===== config.mk =====
export PLATFORM = sky130hd
export DESIGN_NAME = wide_uart_tx
export DESIGN_NICKNAME = d
export VERILOG_FILES = /design/src/rtl/wide_uart_tx.sv
export SDC_FILE = /design/constraint.sdc
export NUM_CORES = 1
export LEC_CHECK = 0
export CORE_ASPECT_RATIO = 0.9
export CORE_MARGIN = 3
export CORE_UTILIZATION = 60
export CTS_CLUSTER_DIAMETER = 50
export CTS_CLUSTER_SIZE = 12
export DETAILED_ROUTE_END_ITERATION = 16
export PLACE_DENSITY = 0.93
export SLEW_MARGIN = 40
export SYNTH_ARGS = -nofsm -noshare
export SYNTH_HDL_FRONTEND = slang
export SYNTH_SLANG_ARGS = --single-unit
export TNS_END_PERCENT = 50

===== constraint.sdc =====
create_clock -name clk -period 4.2 [get_ports clk]
set_clock_uncertainty 0.15 [all_clocks]
set_input_delay 0.84 -clock clk [delete_from_list [all_inputs] [get_ports clk]]
set_output_delay 0.84 -clock clk [all_outputs]
set_load 0.05 [all_outputs]

===== src/rtl/wide_uart_tx.sv =====
// wide_uart_tx: UART transmitter with a one-word holding buffer.
// Frame: start bit (0), DATA_BITS data bits, stop bit (1), DIV clocks each.
// Optional build macro WIDE_UART_TX_BITREV_EN: send data MSB first
// (default build sends LSB first).
//
// state | meaning
// ------+-----------------------------------------------------------
// IDLE  | line idle high, shifter empty
// START | start bit (0) on the line
// DATA  | data bits shifted out, r_bit_cnt = bits remaining after this one
// STOP  | stop bit (1); next frame follows immediately if a word is waiting
module wide_uart_tx #(
    parameter int BAUD_RATE    = 8000000,
    parameter int SYS_CLK_FREQ = 128000000,
    parameter int DATA_BITS    = 13
) (
    input  logic                 clk,
    input  logic                 rst,
    input  logic                 transmit,
    input  logic [DATA_BITS-1:0] tx_word,
    output logic                 tx,
    output logic                 tx_ready,
    output logic                 is_transmitting,
    output logic                 tx_done
);
    localparam int DIV = SYS_CLK_FREQ / BAUD_RATE;
    localparam int CW  = (DIV > 2) ? $clog2(DIV) : 1;
    localparam int BW  = (DATA_BITS > 1) ? $clog2(DATA_BITS) : 1;
    localparam logic [CW-1:0] DIV_M1  = CW'(DIV - 1);
    localparam logic [BW-1:0] BITS_M1 = BW'(DATA_BITS - 1);

    if (((SYS_CLK_FREQ % BAUD_RATE) != 0) || (DIV < 2)) begin : g_bad_div
        $error("wide_uart_tx: SYS_CLK_FREQ/BAUD_RATE must be an integer >= 2");
    end

    typedef enum logic [1:0] {IDLE, START, DATA, STOP} state_t;

    state_t               r_state,    w_state_nxt;
    logic [CW-1:0]        r_baud_cnt, w_baud_nxt;
    logic [BW-1:0]        r_bit_cnt,  w_bit_nxt;
    logic [DATA_BITS-1:0] r_shift,    w_shift_nxt;
    logic [DATA_BITS-1:0] r_buf,      w_buf_nxt;
    logic                 r_buf_full, w_buf_full_nxt;
    logic                 r_tx,       w_tx_nxt;
    logic                 r_busy,     w_busy_nxt;
    logic                 r_done,     w_done_nxt;
    logic [DATA_BITS-1:0] w_word_ord;
    logic                 w_accept;
    logic                 w_baud_end;

    assign w_accept   = transmit & ~r_buf_full;
    assign w_baud_end = (r_baud_cnt == '0);

    // Put the incoming word in line order so the shifter always sends bit 0 first.
    always_comb begin
        w_word_ord = '0;
`ifdef WIDE_UART_TX_BITREV_EN
        for (int i = 0; i < DATA_BITS; i++) begin
            w_word_ord[i] = tx_word[DATA_BITS-1-i];
        end
`else
        w_word_ord = tx_word;
`endif
    end

    // Next-state, datapath and registered-output values.
    always_comb begin
        w_state_nxt    = r_state;
        w_baud_nxt     = r_baud_cnt;
        w_bit_nxt      = r_bit_cnt;
        w_shift_nxt    = r_shift;
        w_buf_nxt      = r_buf;
        w_buf_full_nxt = r_buf_full;
        w_tx_nxt       = r_tx;
        w_busy_nxt     = r_busy;
        w_done_nxt     = 1'b0;

        if ((r_state != IDLE) && !w_baud_end) begin
            w_baud_nxt = r_baud_cnt - CW'(1);
        end

        case (r_state)
            IDLE: begin
                if (w_accept) begin
                    w_shift_nxt = w_word_ord;
                    w_state_nxt = START;
                    w_tx_nxt    = 1'b0;
                    w_baud_nxt  = DIV_M1;
                    w_busy_nxt  = 1'b1;
                end
            end
            START: begin
                if (w_baud_end) begin
                    w_state_nxt = DATA;
                    w_tx_nxt    = r_shift[0];
                    w_shift_nxt = r_shift >> 1;
                    w_bit_nxt   = BITS_M1;
                    w_baud_nxt  = DIV_M1;
                end
            end
            DATA: begin
                if (w_baud_end) begin
                    w_baud_nxt = DIV_M1;
                    if (r_bit_cnt == '0) begin
                        w_state_nxt = STOP;
                        w_tx_nxt    = 1'b1;
                    end else begin
                        w_tx_nxt    = r_shift[0];
                        w_shift_nxt = r_shift >> 1;
                        w_bit_nxt   = r_bit_cnt - BW'(1);
                    end
                end
            end
            STOP: begin
                // Registered one cycle early so the pulse lands on the last stop clock.
                w_done_nxt = (r_baud_cnt == CW'(1));
                if (w_baud_end) begin
                    if (r_buf_full) begin
                        w_shift_nxt    = r_buf;
                        w_buf_full_nxt = 1'b0;
                        w_state_nxt    = START;
                        w_tx_nxt       = 1'b0;
                        w_baud_nxt     = DIV_M1;
                    end else if (transmit) begin
                        w_shift_nxt = w_word_ord;
                        w_state_nxt = START;
                        w_tx_nxt    = 1'b0;
                        w_baud_nxt  = DIV_M1;
                    end else begin
                        w_state_nxt = IDLE;
                        w_tx_nxt    = 1'b1;
                        w_busy_nxt  = 1'b0;
                    end
                end
            end
            default: begin
                w_state_nxt = IDLE;
                w_tx_nxt    = 1'b1;
                w_busy_nxt  = 1'b0;
            end
        endcase

        // While busy, an accepted word parks in the buffer, except on the
        // final stop edge where it goes straight into the shifter above.
        if (w_accept && (r_state != IDLE) && !((r_state == STOP) && w_baud_end)) begin
            w_buf_nxt      = w_word_ord;
            w_buf_full_nxt = 1'b1;
        end
    end

    // State and datapath registers with synchronous active-low reset.
    always_ff @(posedge clk) begin
        if (!rst) begin
            r_state    <= IDLE;
            r_baud_cnt <= '0;
            r_bit_cnt  <= '0;
            r_shift    <= '0;
            r_buf      <= '0;
            r_buf_full <= 1'b0;
            r_tx       <= 1'b1;
            r_busy     <= 1'b0;
            r_done     <= 1'b0;
        end else begin
            r_state    <= w_state_nxt;
            r_baud_cnt <= w_baud_nxt;
            r_bit_cnt  <= w_bit_nxt;
            r_shift    <= w_shift_nxt;
            r_buf      <= w_buf_nxt;
            r_buf_full <= w_buf_full_nxt;
            r_tx       <= w_tx_nxt;
            r_busy     <= w_busy_nxt;
            r_done     <= w_done_nxt;
        end
    end

    assign tx              = r_tx;
    assign tx_ready        = ~r_buf_full;
    assign is_transmitting = r_busy;
    assign tx_done         = r_done;

endmodule


==> results.ini <==
[outcome]
outcome=finished clean

[critical_path]
cp-end-kind=output port
r2r_end=r_shift[1]
cp-endpoint=tx_ready
r2r_start=r_state[0]
crit_chain=inv_1 > clkdlybuf4s50_1
reg2reg_slack_ns=1.78
path_max_fanout=10
critPathBufInv=2
required_ns=3.21
critPathKind=register to output port
path_delay_family=buffers and inverters
critPathLaunch=r_buf_full
cp.depth=2
slowest_delay_ns=0.79
crit_arrival_ns=1.58
rr_worst_depth=6
slowest_stage=clkdlybuf4s50_1
startpoint_type=register

[final_layout]
drive_above_1_share=0.06589
synthToLayoutAreaGrowth_pct=14.53
seq_area_um2=800.8
nets=280
diodes=0
final_util=0.7371
final_area_um2=2564
nFillCells=243
multi_input_area_um2=1318
final_cell_count_no_fill=302

[power_and_ir_drop]
seq_power_share=0.304
clock_power_share=0.219
leakage_uw=0.001064
power_density_nw_per_um2=778.5
combPwrFrac=0.476
p_int_uw=1198
p_switching_uw=798.2
swShare=0.3999
peakVddDrop_uv=520.1

[global_routing]
grt_max_degree=34
grt_usage=0.2280
grt_overflow=0
grt_pass1_wl_mm=8.211
antenna_found_initial=0
grt_pass1_vias=1771

[synth]
syn_inst=249
synth_area_per_cell_um2=8.990
yosysTopAreaCell=dfxtp_1
ys_warn_count=0
ys_seq_area_frac=0.3577
synth_nets=272
yosys.area.top_type_share=0.3577
netlist_area_um2=2238
synth_commonest_cells=40 x dfxtp_1, 28 x mux2i_1, 21 x nand2_1, 19 x o21ai_0, 16 x nor2b_1
synth_most_common_cell=dfxtp_1
synth_seq_cells=40
async_reset_ff_frac=0
synth_ff_type=dfxtp_1
synth_edf_count=0
synth_top_cells_by_area=dfxtp_1 36%, mux2i_1 13%, a22o_1 5.1%
ys_types=49

[placed_design]
dp_hpwl_mm=3.037
place_area_um2=2400
place_congestion=0.8093
dp_cells=294
io_buffers=19

[timing]
setup_viol=0
hold_viol_final=0
rsz0062_at_grt=no
drv_slew=0
setup_tns_ns=0
fmax_ghz=0.3891
post-route-period-util=0.6119
period_minus_slack_ns=2.570
maxSlewHeadroom=0.4717
worstMarginPinSlew_ns=0.7899

[cts]
clk-insertion-delay-late_ns=0.30
post_cts_buffers=0
cts_sinks=40
cts_made_buffers=5
hold_buffers=0
cts-resized-gates=0
cts-root-buf=clkbuf_8
clock_path_buffers=2
tritoncts=yes
cts.clk_slew.worst_paths_ns=0.08
h-tree-depth=2

[floorplanning]
fp.dieW_um=70.39
initial_core_util=0.6435
core-area_um2=3478
boundaryPins=20
die_area_um2=4501
fp-row-count=20
die_y_um=63.95

[detailed_routing]
vias=1825
finalWirelength_mm=4.692
post_drt_wl_per_cell_um=15.54
route.detailed.drc=0
first_pass_iters=4
ant_nets=0
drt_iter0_drc=155
via_per_inst=6.043

[job]
drv_cap=0

[hold_path]
hp-class=register to register
holdPathStages=2

[how the worst min path moves through the flow]
stage | start | end | slack, ns
6_report | r_shift[10] | r_shift[10] | 0.32
5_1_grt | r_shift[2] | r_shift[2] | 0.35
4_1_cts | r_shift[10] | r_shift[10] | 0.32
3_5_place_dp | r_shift[10] | r_shift[10] | 0.31
3_3_place_gp | r_shift[0] | r_shift[0] | 0.29
2_1_floorplan | r_shift[0] | r_shift[0] | 0.28
[power groups by stage]
| stage | combinational, uW | clock [uW] | sequential, uW |
|---|---|---|---|
| after floorplan | 777 | 0 | 597 |
| after global placement | 902 | 0 | 605 |
| after detailed placement | 931 | 0 | 610 |
| after CTS | 942 | 443 | 604 |
| after global routing | 1050 | 458 | 625 |
| final | 950 | 438 | 608 |
[routing by layer]
layer / share of wire / vias up / global-route usage
met5: 0 / - / 0
met4: 0.013 / 0 / 0.09091
met3: 0.046 / 7 / 0.06132
met1: 0.48 / 871 / 0.2958
met2: 0.46 / 40 / 0.3586
li1: - / 907 / -
[sequential cells by signal (all words and copies together) (netlist names), 2 cells and up]
signal	count
r_state	2
r_buf	13
r_shift	13
r_bit_cnt	4
r_baud_cnt	4
[through the flow]
stage | hold slack (ns) | power (uW) | worst slack, ns
floorplan | 0.2850 | 1373 | 2.292
global placement | 0.2945 | 1507 | 1.485
detailed placement | 0.3055 | 1541 | 1.407
CTS | 0.3159 | 1989 | 1.635
global route | 0.3497 | 2132 | 1.555
finish | 0.3163 | 1996 | 1.630
[cells in the final DEF, fill, tap and decap left out, types with 2 or more instances in the layout]
cell and instances:
a211oi_1 2, a21boi_0 13, a21boi_1 2, a21oi_1 5, a22o_1 13, and2_1 2
bufinv_16 3, clkbuf_8 5, clkdlybuf4s50_1 19, dfxtp_1 40, ha_1 7, inv_1 8
mux2i_1 28, nand2_1 21, nand2b_1 2, nand3_1 4, nor2_1 9, nor2b_1 15
nor3_1 5, o211ai_1 2, o21a_1 2, o21ai_0 19, o221a_1 3, o31ai_1 2
[cells by family (layout without fill, tap and decap cells)]
| group | count (synthesis) | after routing | share of synthesized area |
|---|---|---|---|
| AOI/OAI and AO/OA | 76 | 76 | 0.2504 |
| and+or+nand+nor | 69 | 69 | 0.1666 |
| DFF | 40 | 40 | 0.3577 |
| muxes | 28 | 28 | 0.1252 |
| buffers and inverters | 28 | 37 | 0.05701 |
| adders and majority gates | 7 | 7 | 0.03913 |
| xor gates and xnor gates | 1 | 1 | 0.003914 |
[tightest hold or removal path, stage by stage, from the launching register on]
cell,delay [ns]
dfxtp_1,0.31
nand2_1,0.05
mux2i_1,0.06
[cell type report]
class | count | share of cell area
Inverter | 9 | 0.01318
Multi-Input combinational cell | 181 | 0.5139
Tap cell | 44 | 0.02147
Timing Repair Buffer | 20 | 0.07711
Clock inverter | 3 | 0.03514
Clock buffer | 5 | 0.02684
Sequential cell | 40 | 0.3123
Power figures use the tool's default switching activity.
